### config.mk
export PLATFORM = sky130hd
export DESIGN_NAME = io_bus_hub
export DESIGN_NICKNAME = d
export VERILOG_FILES = /design/src/rtl/io_bus_hub.sv
export SDC_FILE = /design/constraint.sdc
export NUM_CORES = 1
export LEC_CHECK = 0
export CAP_MARGIN = 25
export CORE_AREA = 2 2 152 154
export CTS_CLUSTER_DIAMETER = 150
export DETAILED_ROUTE_END_ITERATION = 8
export DIE_AREA = 0 0 154 156
export PLACE_DENSITY_LB_ADDON = 0.15
export SYNTH_ARGS = -nofsm -noshare
export SYNTH_HDL_FRONTEND = slang
export SYNTH_SLANG_ARGS = --single-unit
export TNS_END_PERCENT = 100
### constraint.sdc
create_clock -name clk -period 4.4 [get_ports clk]
set_input_delay 0.44 -clock clk [delete_from_list [all_inputs] [get_ports clk]]
set_output_delay 0.44 -clock clk [all_outputs]
set_load 0.01 [all_outputs]
### src/rtl/io_bus_hub.sv
// CPU-side hub: routes accesses to RAM or to NSLAVE req/ack IO channels,
// with a per-access watchdog and a sticky error/status register at IO slot 15.
module io_bus_hub #(
  parameter int unsigned NSLAVE    = 6,
  parameter int unsigned TIMEOUT   = 256,
  parameter logic [3:0]  IO_NIBBLE = 4'hF,
  parameter logic [31:0] ERR_DATA  = 32'hDEADBEEF
) (
  input  logic                 clk,
  input  logic                 resetn,
  input  logic [31:0]          addr,
  input  logic [31:0]          datain,
  input  logic                 we,
  input  logic                 re,
  output logic [31:0]          dataout,
  output logic                 stall,
  input  logic [31:0]          memout,
  output logic                 wmem,
  output logic [NSLAVE-1:0]    s_sel,
  output logic [23:0]          s_addr,
  output logic [31:0]          s_wdata,
  output logic                 s_we,
  output logic                 s_re,
  input  logic [32*NSLAVE-1:0] s_rdata,
  input  logic [NSLAVE-1:0]    s_ack
);

  localparam int          CNT_W    = (TIMEOUT > 2) ? $clog2(TIMEOUT) : 1;
  localparam logic [4:0]  NSLAVE_L = 5'(NSLAVE);
  localparam logic [CNT_W-1:0] CNT_LAST = CNT_W'(TIMEOUT - 1);

  typedef enum logic [1:0] {IDLE, REQ, DONE} state_t;

  state_t           state, state_nx;
  logic [CNT_W-1:0] wd_cnt;
  logic [3:0]       slot_q;
  logic             we_q, re_q;
  logic [31:0]      rdata_q;
  logic             err_timeout, err_unmapped;
  logic [3:0]       last_slot;
  logic [15:0]      err_count;

  logic        io, acc, mapped, status_sel, unmapped, start;
  logic [3:0]  slot;
  logic        ack_hit, to_hit, clear_status;
  logic [31:0] rdata_sel, status_word;

  function automatic logic [15:0] sat_inc16(input logic [15:0] v);
    return (v == 16'hFFFF) ? v : v + 16'd1;
  endfunction

  assign io           = (addr[31:28] == IO_NIBBLE);
  assign slot         = addr[27:24];
  assign acc          = we | re;
  assign status_sel   = (slot == 4'hF);
  assign mapped       = ({1'b0, slot} < NSLAVE_L);
  assign unmapped     = io & ~mapped & ~status_sel;
  assign start        = io & acc & mapped;
  assign clear_status = io & status_sel & we & datain[0];
  assign to_hit       = (wd_cnt == CNT_LAST);
  assign status_word  = {err_timeout, err_unmapped, 10'b0, last_slot, err_count};

  assign s_addr  = addr[23:0];
  assign s_wdata = datain;
  assign wmem    = we & ~io;

  // Only the latched channel may complete the access; other acks are ignored.
  always_comb begin
    ack_hit   = 1'b0;
    rdata_sel = '0;
    s_sel     = '0;
    for (int k = 0; k < NSLAVE; k++) begin
      if (slot_q == 4'(k)) begin
        ack_hit   = s_ack[k];
        rdata_sel = s_rdata[32*k +: 32];
        s_sel[k]  = (state == REQ);
      end
    end
  end

  always_comb begin
    state_nx = state;
    stall    = 1'b0;
    s_we     = 1'b0;
    s_re     = 1'b0;
    case (state)
      IDLE: begin
        stall = start;
        if (start) state_nx = REQ;
      end
      REQ: begin
        stall = 1'b1;
        s_we  = we_q;
        s_re  = re_q;
        if (ack_hit || to_hit) state_nx = DONE;
      end
      DONE:    state_nx = IDLE;
      default: state_nx = IDLE;
    endcase
    // The CPU is held in reset too, so never report a stall while reset is asserted.
    stall = stall & resetn;
  end

  always_comb begin
    dataout = '0;
    if (!io)
      dataout = memout;
    else if (status_sel)
      dataout = status_word;
    else if (mapped && state == DONE && re_q)
      dataout = rdata_q;
  end

  always_ff @(posedge clk or negedge resetn) begin
    if (!resetn) begin
      state <= IDLE;
    end else begin
      state <= state_nx;
    end
  end

  always_ff @(posedge clk or negedge resetn) begin
    if (!resetn) begin
      wd_cnt  <= '0;
      slot_q  <= '0;
      we_q    <= 1'b0;
      re_q    <= 1'b0;
      rdata_q <= '0;
    end else begin
      case (state)
        IDLE: if (start) begin
          wd_cnt <= '0;
          slot_q <= slot;
          we_q   <= we;
          re_q   <= re;
        end
        REQ: begin
          wd_cnt <= wd_cnt + 1'b1;
          if (ack_hit)     rdata_q <= rdata_sel;
          else if (to_hit) rdata_q <= ERR_DATA;
        end
        default: ;
      endcase
    end
  end

  // Error flags are sticky; a timeout and an unmapped access can never coincide.
  always_ff @(posedge clk or negedge resetn) begin
    if (!resetn) begin
      err_timeout  <= 1'b0;
      err_unmapped <= 1'b0;
      last_slot    <= '0;
      err_count    <= '0;
    end else if (clear_status) begin
      err_timeout  <= 1'b0;
      err_unmapped <= 1'b0;
      last_slot    <= '0;
      err_count    <= '0;
    end else if (state == REQ && !ack_hit && to_hit) begin
      err_timeout <= 1'b1;
      last_slot   <= slot_q;
      err_count   <= sat_inc16(err_count);
    end else if (unmapped && acc) begin
      err_unmapped <= 1'b1;
      last_slot    <= slot;
      err_count    <= sat_inc16(err_count);
    end
  end

endmodule

==> impl_metrics.toml <==
[placement]
dp_slack_ns = 1.317
dp.cells = 1130
io_buffers = 285
gp_congestion = 0.8313
dp_hpwl_microns = 18910
place_area_sq_um = 8374

[detailed_routing]
route.detailed.drc = 0
vias_per_cell = 5.137
drtIter0Drc = 409
ant_nets = 0
vias = 5897
wl_per_cell_microns = 21.02
routed_wl_microns = 24130
drtPass1Iterations = 6

[clocking]
cts_buffer_depth = 2
root_buffer = "clkbuf_16"
cts_hold_buf = 0
insertion_delay_ns = 0.34
post_cts_resized = 0
cts_tree = "done"
cts_made_buffers = 9
cts.sinks = 70
post-cts-setup-buffers = 0
h-tree-depth = 3
cts.clk_slew.worst_paths_ns = 0.06

[floorplan]
fp.dieW_microns = 154
die-height_microns = 156
core_sq_um = 22370
die_area_sq_um = 24020
start_util_pct = 25.34
rows = 55
io_pins = 396

[setup_path]
crit_path_start_kind = "input port"
crit_path_top_delay_cell = "clkdlybuf4s50_1"
crit_path_max_incr_delay_ns = 0.59
path_cells = "clkdlybuf4s50_1 -> a21oi_1 -> nand2b_1 -> nor2_2 -> buf_4 -> a221oi_1 -> nor2_1 -> clkdlybuf4s50_1"
worstPathMaxFanout = 17
critical_path_class = "in2out"
endpoint_kind = "primary output"
cp.required_ns = 3.96
cp.arrival_ns = 2.69
path_common_cell = "clkdlybuf4s50_1"

[synth]
synth.ff_latch_count = 70
synth-edff-count = 0
syn_area_sq_um = 5667
syn_area_per_cell_sq_um = 8.718
synthTopCellsByArea = "dfrtp_1 (31%), mux4_2 (9.5%), buf_4 (7.7%)"
ys.flop_type = "dfrtp_1"
yosysUniqueCellTypes = 42
synth_fp_nets = 950
synth_top_area_cell = "dfrtp_1"
yosysSeqAreaShare_pct = 30.91
syn-instance-count = 650
async_flop_share_pct = 100.0
yosys.area.top_type_share_pct = 30.91
ys_warn_count = 0

[global_route]
grt_util_met2_pct = 32.22
antenna_found_initial = 1
met1_usage_pct = 25.35
grt_max_degree = 71
gr-usage-met3_pct = 4.639
grtUsageTotal_pct = 19.51
grt_pass1_vias = 5870
busiest_layer = "met2"
grt_overflow = 0
grt_pass1_wl_microns = 35720

[timing]
grt_setup_unrepaired = "no"
finalCritPeriodShare_pct = 71.06
hold_viol = 0
drv_slew = 0
max_freq_mhz = 319.8
slew-limit-headroom_pct = 38.83
fin_crit_ns = 3.127
fin_ws_ns = 1.273
worst_slew_pin_slew_ns = 0.9176
final.setup_skew_ns = 0.005502
setup-tns-final_ns = 0
setup_viol = 0

[cells_and_area]
drive_above_1_share_pct = 8.121
nFillCells = 2237
final_area_sq_um = 8728
nets = 1157
area_delta_synth_final_pct = 54.03
layout.cells.non_filler = 1148

[pwr]
power_frac_clock_pct = 24.6
internal_power_mw = 2.094
power_switching_mw = 1.135
p_leak_nw = 3.476
p_total_mw = 3.229
pwr-share-seq_pct = 35.2
vdd_drop_max_mv = 0.1833
p_per_area_nw_per_um2 = 370.0
comb_power_share_pct = 40.3
switching_share_pct = 35.14

[hold_path]
holdCritPathClass = "in2async"

[outcome]
status = "finished, final reports clean"

[run]
cap_violations = 0
==> cells by family after synthesis <==
kind of cell,synth area share [%]
flip-flops,30.91
AO/OA/AOI/OAI,18.02
AND/OR/NAND/NOR,20.62
adder cells (fa/ha/maj),0.4415
buffers and inverters,11.72
XOR/XNOR,0.3092
multiplexers,17.97
==> metrics by stage <==
stage	utilization, %	hold slack (ns)
after floorplan	-	0.1444
after CTS	38.89	0.4180
final	39.03	0.02478
after global placement	37.44	0.4463
after detailed placement	37.44	0.4527
after global routing	39.03	0.01926
==> final cells by class <==
class,count,area [sq um],share of cell area [%]
Timing Repair Buffer,305,3018,34.58
Tap cell,285,356.6,4.085
Multi-Input combinational cell,467,3258,37.33
Clock buffer,10,239.0,2.738
Clock inverter,6,85.08,0.9748
Antenna cell,1,2.502,0.02867
Sequential cell,70,1754,20.10
Inverter,4,15.01,0.1720
==> placed cells by master, fill, tap and decap left out, types with 7 or more instances in the layout <==
| master | n |
|---|---|
| dfrtp_1 | 68 |
| buf_4 | 19 |
| a2bb2oi_1 | 13 |
| nand2_1 | 80 |
| and3_1 | 8 |
| clkdlybuf4s50_1 | 284 |
| mux2i_1 | 41 |
| a21oi_1 | 28 |
| a22oi_1 | 10 |
| nor2_1 | 71 |
| and4_1 | 7 |
| nand3_1 | 34 |
| nand4_1 | 8 |
| nand2b_1 | 22 |
| a222oi_1 | 17 |
| a221oi_1 | 22 |
| mux4_2 | 24 |
| clkbuf_16 | 9 |
| o21ai_0 | 31 |
==> power by group through the flow <==
stage	registers [mW]	clock network (mW)	logic, mW
2_1_floorplan	1.01	0	0.874
3_3_place_gp	1.15	0	1.29
3_5_place_dp	1.14	0	1.30
4_1_cts	1.13	0.808	1.31
5_1_grt	1.17	0.842	1.44
6_report	1.14	0.793	1.30
==> state kept, by name, indices dropped and copies added, names as in the netlist <==
register and flops:
wd_cnt 8, slot_q 4, state 2, last_slot 4
err_unmapped 1, rdata_q 32, err_count 16, re_q 1
err_timeout 1, we_q 1
==> critical path: cells and delay by family <==
kind | cells | cell delay [ns]
buffers and inverters | 3 | 1.29
AO/OA/AOI/OAI | 2 | 0.65
AND/OR/NAND/NOR | 3 | 0.30
==> metal layers <==
metal / wire (microns) / up-vias
met5: 0 / -
met4: 396 / 0
met3: 1764 / 28
met2: 11660 / 254
met1: 10310 / 2850
li1: - / 2765
==> worst paths after layout <==
kind | slack (ns) | startpoint | cells past startpoint | end
setup / recovery | 1.27 | addr[26] | 8 | dataout[17]
hold / removal | 0.02 | resetn | 2 | rdata_q[19]$_DFFE_PN0P_
setup reg to reg | 1.43 | slot_q[3]$_DFFE_PN0P_ | 7 | err_count[0]$_DFFE_PN0P_
hold reg to reg | 0.46 | we_q$_DFFE_PN0P_ | 2 | we_q$_DFFE_PN0P_
max in group asynchronous | 3.83 | resetn | 3 | rdata_q[20]$_DFFE_PN0P_
min in group clk | 0.46 | we_q$_DFFE_PN0P_ | 2 | we_q$_DFFE_PN0P_
==> cells in the mapped netlist (all sizes together) (2+ instances only) <==
master   instances
or3              2
nor3             5
mux2             6
a211oi           5
a22o             4
o21ai           33
buf             78
nand2           80
a21oi           28
xor2             2
nand3           34
clkbuf          31
and3             8
nand2b          22
a221oi          22
a221o            5
dfrtp           70
ha               2
and4             7
nor2            73
inv              4
a222oi          17
mux4            24
mux2i           41
a22oi           10
and2             6
nor4             2
nand4            8
a2bb2oi         13
Power figures use the tool's default switching activity.
